<file path="config.mk">
export PLATFORM = sky130hd
export DESIGN_NAME = store_buffer
export DESIGN_NICKNAME = d
export VERILOG_FILES = /design/src/rtl/store_buffer_pkg.sv /design/src/rtl/store_buffer_match.sv /design/src/rtl/store_buffer.sv
export SDC_FILE = /design/constraint.sdc
export NUM_CORES = 1
export LEC_CHECK = 0
export ABC_AREA = 1
export ABC_CLOCK_PERIOD_IN_PS = 5580
export CORE_MARGIN = 2
export CORE_UTILIZATION = 57
export DETAILED_ROUTE_END_ITERATION = 7
export PLACE_DENSITY = 0.82
export SETUP_SLACK_MARGIN = 0.15
export SYNTH_ARGS = -nofsm -noshare
export SYNTH_HDL_FRONTEND = slang
export SYNTH_SLANG_ARGS = --single-unit
</file>
<file path="constraint.sdc">
create_clock -name clk -period 5.58 [get_ports clk]
set_input_delay 1.116 -clock clk [delete_from_list [all_inputs] [get_ports clk]]
set_output_delay 1.116 -clock clk [all_outputs]
set_load 0.1 [all_outputs]
</file>
<file path="src/rtl/store_buffer_pkg.sv">
// Shared types and sizing for the store buffer: the default depth, the pointer width
// and the entry record (word address + data).
package store_buffer_pkg;

  localparam int SB_DEPTH  = 4;
  localparam int SB_ADDR_W = 32;
  localparam int SB_DATA_W = 32;
  localparam int SB_PTR_W  = $clog2(SB_DEPTH);
  localparam int SB_CNT_W  = SB_PTR_W + 1;

  typedef struct packed {
    logic [SB_ADDR_W-3:0] waddr;
    logic [SB_DATA_W-1:0] data;
  } sb_entry_t;

endpackage

</file>
<file path="src/rtl/store_buffer_match.sv">
// Word-address comparators over the occupied FIFO slots. The slot closest to the
// tail (youngest) wins when several pending stores hit the same word.
module store_buffer_match
  import store_buffer_pkg::*;
#(
  parameter int DEPTH = SB_DEPTH,
  parameter int PTR_W = $clog2(DEPTH),
  parameter int CNT_W = PTR_W + 1
) (
  input  logic [PTR_W-1:0]     head,
  input  logic [CNT_W-1:0]     count,
  input  sb_entry_t            entries [DEPTH],
  input  logic [SB_ADDR_W-3:0] ld_waddr,
  output logic                 match,
  output logic [PTR_W-1:0]     match_idx
);

  logic [PTR_W-1:0] slot;

  // Walk oldest to youngest so a later hit overrides an earlier one.
  always_comb begin
    match     = 1'b0;
    match_idx = '0;
    slot      = '0;
    for (int i = 0; i < DEPTH; i++) begin
      slot = head + PTR_W'(i);
      if ((CNT_W'(i) < count) && (entries[slot].waddr == ld_waddr)) begin
        match     = 1'b1;
        match_idx = slot;
      end
    end
  end

endmodule

</file>
<file path="src/rtl/store_buffer.sv">
// Circular store buffer that drains into the memory write port whenever no load needs
// the shared address bus. Define STORE_BUF_FWD_EN to forward pending data to loads.
module store_buffer
  import store_buffer_pkg::*;
#(
  parameter int DEPTH  = SB_DEPTH,
  parameter int ADDR_W = SB_ADDR_W,
  parameter int DATA_W = SB_DATA_W
) (
  input  logic              clk,
  input  logic              rst_n,
  input  logic              st_valid,
  input  logic [ADDR_W-1:0] st_addr,
  input  logic [DATA_W-1:0] st_data,
  output logic              st_ready,
  input  logic              ld_req,
  input  logic [ADDR_W-1:0] ld_addr,
  output logic              ld_hit,
  output logic [DATA_W-1:0] ld_data,
  output logic              ld_stall,
  input  logic              fence,
  output logic              empty,
  output logic [ADDR_W-1:0] mem_adr,
  output logic [DATA_W-1:0] to_be_written_data,
  output logic              MemWrite
);

  localparam int PTR_W = $clog2(DEPTH);
  localparam int CNT_W = PTR_W + 1;

  // Handshake: a store transfers on a rising edge where st_valid && st_ready; st_ready
  // depends only on occupancy and fence, never on st_valid.
  sb_entry_t        entries_q [DEPTH];
  logic [PTR_W-1:0] head_q, tail_q;
  logic [CNT_W-1:0] count_q;

  logic             push, pop;
  logic             match;
  logic [PTR_W-1:0] match_idx;
  logic             ld_match;
  logic             unused_addr_bits;

  assign empty    = (count_q == '0);
  assign st_ready = (count_q != CNT_W'(DEPTH)) && !fence;
  assign push     = st_valid && st_ready;
  assign pop      = MemWrite;

  store_buffer_match #(
    .DEPTH (DEPTH),
    .PTR_W (PTR_W),
    .CNT_W (CNT_W)
  ) u_match (
    .head      (head_q),
    .count     (count_q),
    .entries   (entries_q),
    .ld_waddr  (ld_addr[ADDR_W-1:2]),
    .match     (match),
    .match_idx (match_idx)
  );

  assign ld_match = ld_req && match;

`ifdef STORE_BUF_FWD_EN
  assign ld_hit   = ld_match;
  assign ld_data  = ld_match ? entries_q[match_idx].data : '0;
  assign ld_stall = 1'b0;
`else
  logic unused_match_idx;
  assign unused_match_idx = ^match_idx;
  // Hold the load while the hitting stores drain; the drain itself clears the hit.
  assign ld_hit   = 1'b0;
  assign ld_data  = '0;
  assign ld_stall = ld_match;
`endif

  assign MemWrite           = !empty && (!ld_req || ld_stall);
  assign to_be_written_data = MemWrite ? entries_q[head_q].data : '0;

  always_comb begin
    mem_adr = '0;
    if (ld_req && !ld_stall) begin
      mem_adr = ld_addr;
    end else if (!empty) begin
      mem_adr = {entries_q[head_q].waddr, 2'b00};
    end
  end

  assign unused_addr_bits = ^{st_addr[1:0], ld_addr[1:0]};

  always_ff @(posedge clk or negedge rst_n) begin
    if (!rst_n) begin
      head_q  <= '0;
      tail_q  <= '0;
      count_q <= '0;
    end else begin
      if (push) tail_q <= tail_q + PTR_W'(1);
      if (pop)  head_q <= head_q + PTR_W'(1);
      count_q <= count_q + CNT_W'(push) - CNT_W'(pop);
    end
  end

  // Payload needs no reset: slots outside head..count are never observed.
  always_ff @(posedge clk) begin
    if (push) begin
      entries_q[tail_q].waddr <= st_addr[ADDR_W-1:2];
      entries_q[tail_q].data  <= st_data;
    end
  end

endmodule

</file>
# Yosys cells after proc, flatten, opt, wreduce, memory -nomap -nowiden
# Index checks and enable logic that the tools add are counted.
# op_classes
n_addsub,6
n_lt_le_gt_ge,10
n_eq_ne,5
n_mux,25
bitwise_logic,5
reduce_logical,16
# ops
op,n
$mux 62,9
$bmux 62 s2,4
$bwmux 248,2
$demux 62 s2,2
$mux 32,4
$eq 30x30->1,4
$ge 3x3->1 const B,5
$not 2->3,5
$logic_and 1x1->1,10
$lt 1x3->1 const A,2
$lt 2x3->1 const A,2
$add 2x1->2 const B,2
$add 2x2->2 const B,2
$logic_not 1->1,4
$mux 1,4
$add 3x1->3,1
$logic_not 3->1,1
$lt 3x1->1 const B,1
$ne 3x3->1 const B,1
$sub 3x1->3,1
$logic_or 1x1->1,1
# totals
reg_bits,255
inputBits,101
elab_cells,78

# Longest topological paths before layout
# Gate-level depths: netlist of run 1.
# depth
word_depth,14
depth_mapped,26
mapped_depth_nobuf,23

# Modules after synthesis
# A second synthesis of run 1 with hierarchy kept.
# unflattened
hier_cells,2630
area_unflattened_um2,17516.8
# modules_own_cells
module,n_inst,cells_each,area_per_inst_um2,seq_area_each_um2
store_buffer,1,1254,11903.9,7622.3
store_buffer_match,1,1376,5612.9,0.0

# Worst setup path before layout of run 1
# OpenSTA, ideal clock, no wires.
# synth_path
path_type,input to register
startpoint,input port fence
endpoint,"register entries_q[0] (netlist bit), enable pin"
setup_ns,0.482
arrival_ns,5.981
setup_slack_ns,-0.883
cell_stages,3
path_cell_list,a31oi_1 > nand2_1 > nor2_1
# synth_between
elab_chain_cells,3
# synth_lines
item,line,text
from (decl),store_buffer.sv:21,"input logic fence,"
$logic_not 1->1,store_buffer.sv:44,assign st_ready = (count_q != CNT_W'(DEPTH)) && !fence;
$logic_and 1x1->1,store_buffer.sv:44,
$logic_and 1x1->1,store_buffer.sv:45,assign push = st_valid && st_ready;
to (decl),store_buffer.sv:33,sb_entry_t entries_q [DEPTH];
# No other way between the ends.
# A chain may end at the register's enable or synchronous reset.

# Worst setup path in the final report of run 1
# layout_path
startpoint,register head_q[1]
endpoint,output port mem_adr[18]
# layout_between
elab_chain_cells,14
elab_cells_between_ends,36
# layout_lines
item,line,text
from (decl),store_buffer.sv:34,"logic [PTR_W-1:0] head_q, tail_q;"
from (signal assigned),store_buffer.sv:97,if (pop) head_q <= head_q + PTR_W'(1);
$add 2x1->2 / $not 2->3 (equally long branches),"store_buffer_match.sv:26, store_buffer_match.sv:27, store_buffer.sv:84",
$not 2->3 (not written as such) / $bmux 62 s2 (equally long branches),"store_buffer_match.sv:27, store_buffer.sv:84",
$bmux 62 s2 / $mux 62 (equally long branches),"store_buffer_match.sv:27, store_buffer.sv:84",
"$mux 62, on equally long branches","store_buffer_match.sv:27, store_buffer.sv:84",
$mux 62 (not written as such) / $eq 30x30->1 (equally long branches),store_buffer_match.sv:27,if ((CNT_W'(i) < count) && (entries[slot].waddr == ld_waddr)) begin
$eq 30x30->1 / $logic_and 1x1->1 (equally long branches),store_buffer_match.sv:27,
$logic_and 1x1->1 / $mux 1 (equally long branches),store_buffer_match.sv:27,
$mux 1 (3 in a row),store_buffer_match.sv:27,
$logic_and 1x1->1,store_buffer.sv:61,assign ld_match = ld_req && match;
$logic_not 1->1,store_buffer.sv:81,if (ld_req && !ld_stall) begin
$logic_and 1x1->1,store_buffer.sv:81,
$mux 32 *,store_buffer.sv:81,
to (decl),store_buffer.sv:23,"output logic [ADDR_W-1:0] mem_adr,"
# Mark *: on every way between the ends. The rest lies on a longest branch, timed or not. The select of a mux whose other input is x is not followed.

==> flow_summary.ini, run 1 <==
[drt]
drt-vias-per-instance = 5.63
dr.pass1.iters = 8
drt_iter0_drc = 1897
vias = 15192
wire_per_inst_um = 17.5
ant_nets = 0
drc = 0
routed_wl_mm = 47.4

[outcome]
status = completed

[power_and_ir_drop]
ir_worst_vdd_mv = 0.470
power.density_nw_per_um2 = 586
leakagePower_uw = 0.00942

[clock_tree]
clkLatencyLatePin_ns = 0.55
post_cts_buffers = 0
cts_tree = done
postCtsHoldBufs = 0
clock-root-buffer = clkbuf_16
path_clk_slew_ns = 0.06
cts_buffer_depth = 3
cts_inserted_buffers = 27
htreeDepth = 1
cts_sinks = 255

[min_path]
min_from = count_q[0]$_DFF_PN0_
hold_class = flip-flop to flip-flop
whs_path_depth = 1

[place]
dp.cells = 2649
place_congestion = 0.968
dp_hpwl_mm = 31.8
io_buffer_count = 166

[setup_path]
cp_top_family = simple AND/OR/NAND/NOR gates
crit_start = head_q[1]$_DFFE_PN0P_
setup.worst_path.start_class = flip-flop
cp_num_cells = 13
path_common_cell = nor2_1
r2r-start = head_q[1]$_DFFE_PN0P_
crit_required_ns = 4.46
crit_fanout = 47
critical_path_class = flip-flop to output pin
end_kind = output pin
cp_data_arrival_time_ns = 4.18
path_cells = buf_4 -> buf_4 -> nand3_1 -> a21oi_1 -> nor2_1 -> nand2_1 -> nor2_1 -> nand2_1 -> nor2_1 -> nor2_2 -> nand3_2 -> o21ai_1 -> buf_12
slowest_delay_ns = 0.59
r2r_cells = 19
crit_path_top_delay_cell = buf_4
worst-path-buf-inv = 3

[yosys]
synthCells = 2185
synth_seq_cells = 255
yosysWarningCount = 0
synth_cell_types = 25
ys_seq_area_share_pct = 48.2
avgSynthCellArea_sq_um = 7.23
syn_area_sq_um = 15800

[global_routing]
grt-ovfl-total = 0
grt_first_pass_wirelength_mm = 72.5
grt_max_degree = 105
grt_use_total_pct = 32.0
antenna_found_initial = 2
first_global_vias = 14477

[sta]
skew_ns = 0.00870
finalMaxSlewViolations = 0
period_needed_ns = 5.30
grt_setup_unrepaired = no
finalHoldViolCount = 0
maxSlewHeadroom_pct = 29.1
setup_viol = 0
tightest_slew_ns = 1.06
finalSetupTns_ns = 0
fin_crit_sh_pct = 95.0
max_freq_mhz = 189

[layout]
final_common_cell = nand2_1
layoutNonFillerInstCount = 2699
final_util_pct = 70.9
layout-drive-gt1-share_pct = 6.32
antenna_cells = 0
nNetsFinal = 2418
mostFrequentLayoutCells = 1030 x nand2_1, 248 x edfxtp_1, 245 x nand3_1, 225 x inv_1, 144 x nor2_1
syn2layout_area_growth_pct = 21.5

[floorplanning]
ios = 202
dieArea_sq_um = 29100
start_util_pct = 58.3
core_area_sq_um = 27100
die_w_um = 171
dieHeight_um = 171
num_rows = 60

[run]
cap_viol_max_count = 0
[per-layer routing]
layer	GRT usage (%)	part of all wire, %	up-vias
met4	15.2	5.1	4
met3	5.34	12	173
met2	54.0	47	992
met1	40.4	36	6866
met5	0	0.057	-
li1	-	-	7157
[Yosys cell counts (all sizes together)]
| master | n | area share [%] |
|---|---|---|
| nor3 | 1 | 0.032 |
| or2 | 2 | 0.079 |
| fa | 1 | 0.13 |
| edfxtp | 248 | 47 |
| a21oi | 38 | 1.2 |
| and2 | 1 | 0.040 |
| dfrtp | 7 | 1.1 |
| nand3 | 246 | 7.9 |
| clkbuf | 40 | 0.95 |
| o21ai | 50 | 1.6 |
| ha | 8 | 0.63 |
| nand2 | 1033 | 25 |
| inv | 227 | 5.4 |
| buf | 94 | 3.6 |
| a31oi | 1 | 0.040 |
| xor2 | 5 | 0.28 |
| conb | 1 | 0.024 |
| nor2 | 150 | 3.6 |
| a221oi | 32 | 1.8 |
[logic make-up after synthesis]
logic type	Yosys count	share of synthesized area (%)
compound gates	121	4.60
xor+xnor	5	0.277
flops	255	48.2
other cells	1	0.0237
fa+ha+maj	9	0.760
simple gates	1433	36.2
buf+inv	361	9.95
[worst reg2reg max path: cells and delay by family (launching register included)]
kind	cells	cell delay (ns)
AO/OA/AOI/OAI	1	0.32
XOR/XNOR	1	0.17
adder cells (fa/ha/maj)	3	0.85
buffers and inverters	5	1.19
flip-flops	1	0.40
AND/OR/NAND/NOR	9	1.43
[through the flow]
stage	total power (uW)	setup WS, ns	instance area, sq um	hold WS (ns)
2_1_floorplan	7340	0.0263	15900	0.502
3_3_place_gp	9210	0.639	18300	0.548
3_5_place_dp	9370	0.597	18300	0.561
4_1_cts	11100	0.202	19100	0.593
5_1_grt	11900	0.158	19200	0.605
6_report	11300	0.279	19200	0.594
[sequential cells by signal, indices dropped and copies added, names as in the netlist]
register   flops
count_q        3
tail_q         2
head_q         2
entries_q    248
[layout make-up]
| type | count | area, sq um |
|---|---|---|
| clock inverter | 9 | 76.3 |
| timing repair buffer | 195 | 2660 |
| tap | 372 | 465 |
| clock buffer | 39 | 731 |
| fill | 2033 | 7890 |
| multi-input combinational | 1602 | 6790 |
| sequential | 255 | 7630 |
| inverter | 227 | 857 |
[repair_timing]
action                                 in CTS  in global routing
gates resized for setup                     1                  8
cloned                                      0                  2
endpoints found under the hold margin       0                  0
setup endpoints to repair                   4                 56
pin swaps                                   0                  1
[final timing paths]
kind	end	slack, ns
min	count_q[0]$_DFF_PN0_	0.59
max reg2reg	count_q[2]$_DFF_PN0_	1.10
min in group asynchronous	head_q[0]$_DFFE_PN0P_	0.85
max in group asynchronous	head_q[0]$_DFFE_PN0P_	4.43
max	mem_adr[18]	0.28
min reg2reg	count_q[0]$_DFF_PN0_	0.59
[report_power, final]
group,switching (uW),internal (uW),total (uW)
logic,4980,2060,7040
registers,125,2410,2540
clock network,728,952,1680
Power figures use the tool's default switching activity.
==> run 2, diff against run 1 <==
CORE_UTILIZATION = 58   (was 57)
CTS_BUF_LIST = sky130_fd_sc_hd__clkbuf_4 sky130_fd_sc_hd__clkbuf_8   (was not set)
PLACE_DENSITY = 0.83   (was 0.82)
==> run 2 against run 1 <==
Register-to-register slack improved by 0.06 ns. Combinational power down 0.9%. Clock power is 11% lower. Non-clock buffer count shrank 2. Die area fell by 1.7%. Count of clock-buffer cells in the layout is 12 higher. Global-route usage down 0.11 points. Power down 2.2%.
==> flow_summary.ini, run 2 (synthesized netlist as in run 1, its figures left out) <==
[setup_path]
crit_path_top_delay_cell = dfrtp_4
end_kind = output pin
r2r_slack_ns = 1.16
r2r_cells = 23
crit_required_ns = 4.46
timing.rr.end = count_q[2]$_DFF_PN0_
r2r-start = head_q[1]$_DFFE_PN0P_
critical_path_class = flip-flop to output pin
slowest_delay_ns = 0.61
cp_top_family = simple AND/OR/NAND/NOR gates
worst-path-buf-inv = 4
cp_data_arrival_time_ns = 4.10
path_cells = inv_2 -> nand2_1 -> nand2_2 -> buf_12 -> nand3_1 -> nand2_1 -> nand2_1 -> nand2_1 -> nor2_1 -> nand2_1 -> nor2_1 -> nand2_1 -> nor2_1 -> nor2_1 -> nand3_4 -> buf_4 -> o21ai_1 -> buf_12
path_common_cell = nand2_1
setup.worst_path.start_class = flip-flop
crit_fanout = 25

[layout]
layout-drive-gt1-share_pct = 7.08
final_common_cell = nand2_1
nFillCells = 2072
multi_input_area_sq_um = 6770
top_regs = entries_q: 248 flops, count_q: 3 flops
mostFrequentLayoutCells = 1030 x nand2_1, 248 x edfxtp_1, 245 x nand3_1, 225 x inv_1, 146 x nor2_1
largest_reg_flops = 248
largest_register = entries_q
regArea_sq_um = 7630
syn2layout_area_growth_pct = 20.7
nNetsFinal = 2429
layoutNonFillerInstCount = 2689

[place]
dp_hpwl_mm = 30.9
dp.cells = 2617
io_buffer_count = 166
place_congestion = 0.979

[clock_tree]
postCtsHoldBufs = 0
cts_inserted_buffers = 41
cts_sinks = 255
path_clk_slew_ns = 0.06
clkLatencyLatePin_ns = 0.57
clock-root-buffer = clkbuf_8
htreeDepth = 2
cts_tree = done
cts_buffer_depth = 3

[drt]
routed_wl_mm = 46.1
vias = 15023
drt-vias-per-instance = 5.59
wire_per_inst_um = 17.1
drc = 0
dr.pass1.iters = 7
drt_iter0_drc = 1743
ant_nets = 0

[sta]
hold_ws_ns = 0.563
setup_viol = 0
finalSetupTns_ns = 0
tightest_slew_ns = 1.27
max_freq_mhz = 192
finalHoldViolCount = 0
finalMaxSlewViolations = 0
grt_setup_unrepaired = no
maxSlewHeadroom_pct = 15.6
period_needed_ns = 5.21
fin_crit_sh_pct = 93.4
skew_ns = 0.0223

[min_path]
hold_class = flip-flop to flip-flop
min_from = count_q[0]$_DFF_PN0_
hold_path_end = count_q[0]$_DFF_PN0_
whs_path_depth = 1

[global_routing]
grt_use_total_pct = 31.9
grt_first_pass_wirelength_mm = 71.3
grt_max_degree = 121
grt-ovfl-total = 0
first_global_vias = 14038
antenna_found_initial = 3

[floorplanning]
ios = 202
dieHeight_um = 169
num_rows = 60
core_area_sq_um = 26900
start_util_pct = 58.8
die_w_um = 169
dieArea_sq_um = 28600

[power_and_ir_drop]
ir_worst_vdd_mv = 0.488
leakagePower_uw = 0.00940
power.density_nw_per_um2 = 577

[run]
cap_viol_max_count = 0

[outcome]
status = completed
## run 2: where the power goes
group / internal (uW) / switching [uW] / leakage (uW) / total (uW)
clock network: 756 / 746 / 0.000390 / 1500
logic: 2070 / 4910 / 0.00663 / 6980
registers: 2410 / 118 / 0.00238 / 2530
total: 5240 / 5770 / 0.00940 / 11000
## run 2: final cells by class
class / instances / share of cell area (%)
sequential: 255 / 40.0
multi-input combinational: 1601 / 35.5
timing repair buffer: 193 / 13.9
inverter: 227 / 4.48
clock buffer: 51 / 3.35
tap: 341 / 2.24
clock inverter: 17 / 0.492
antenna: 4 / 0.0525
## run 2: metrics by stage
stage	power [uW]	instance area [sq um]	utilization, %	setup WS, ns
after floorplan	7340	15900	-	0.0263
after global placement	9230	18300	68.2	0.727
after detailed placement	9420	18300	68.2	0.736
after CTS	10900	19100	70.9	0.365
after global routing	11700	19100	70.9	0.207
final	11000	19100	71.0	0.367
## run 2: timing repair
| action | in CTS | in global routing |
|---|---|---|
| setup buffers | 0 | 0 |
| resized for setup | 0 | 2 |
| endpoints found under the setup margin | 0 | 41 |
## run 2: routing by layer
layer	wire, um	global-route usage [%]	up-vias
li1	-	-	7176
met1	17200	40.0	6789
met2	22000	54.2	892
met3	4930	6.36	164
met4	1930	13.6	2
met5	13	0	-
## run 2: worst max-delay path by stage
stage,startpoint,depth (start not counted),end,slack (ns)
floorplan,fence,3,entries_q[0]$_DFFE_PP_,0.03
global placement,ld_addr[19],13,mem_adr[18],0.73
detailed placement,ld_addr[23],14,to_be_written_data[17],0.74
CTS,head_q[1]$_DFFE_PN0P_,16,mem_adr[18],0.36
global route,head_q[1]$_DFFE_PN0P_,18,mem_adr[18],0.21
finish,head_q[1]$_DFFE_PN0P_,18,mem_adr[18],0.37
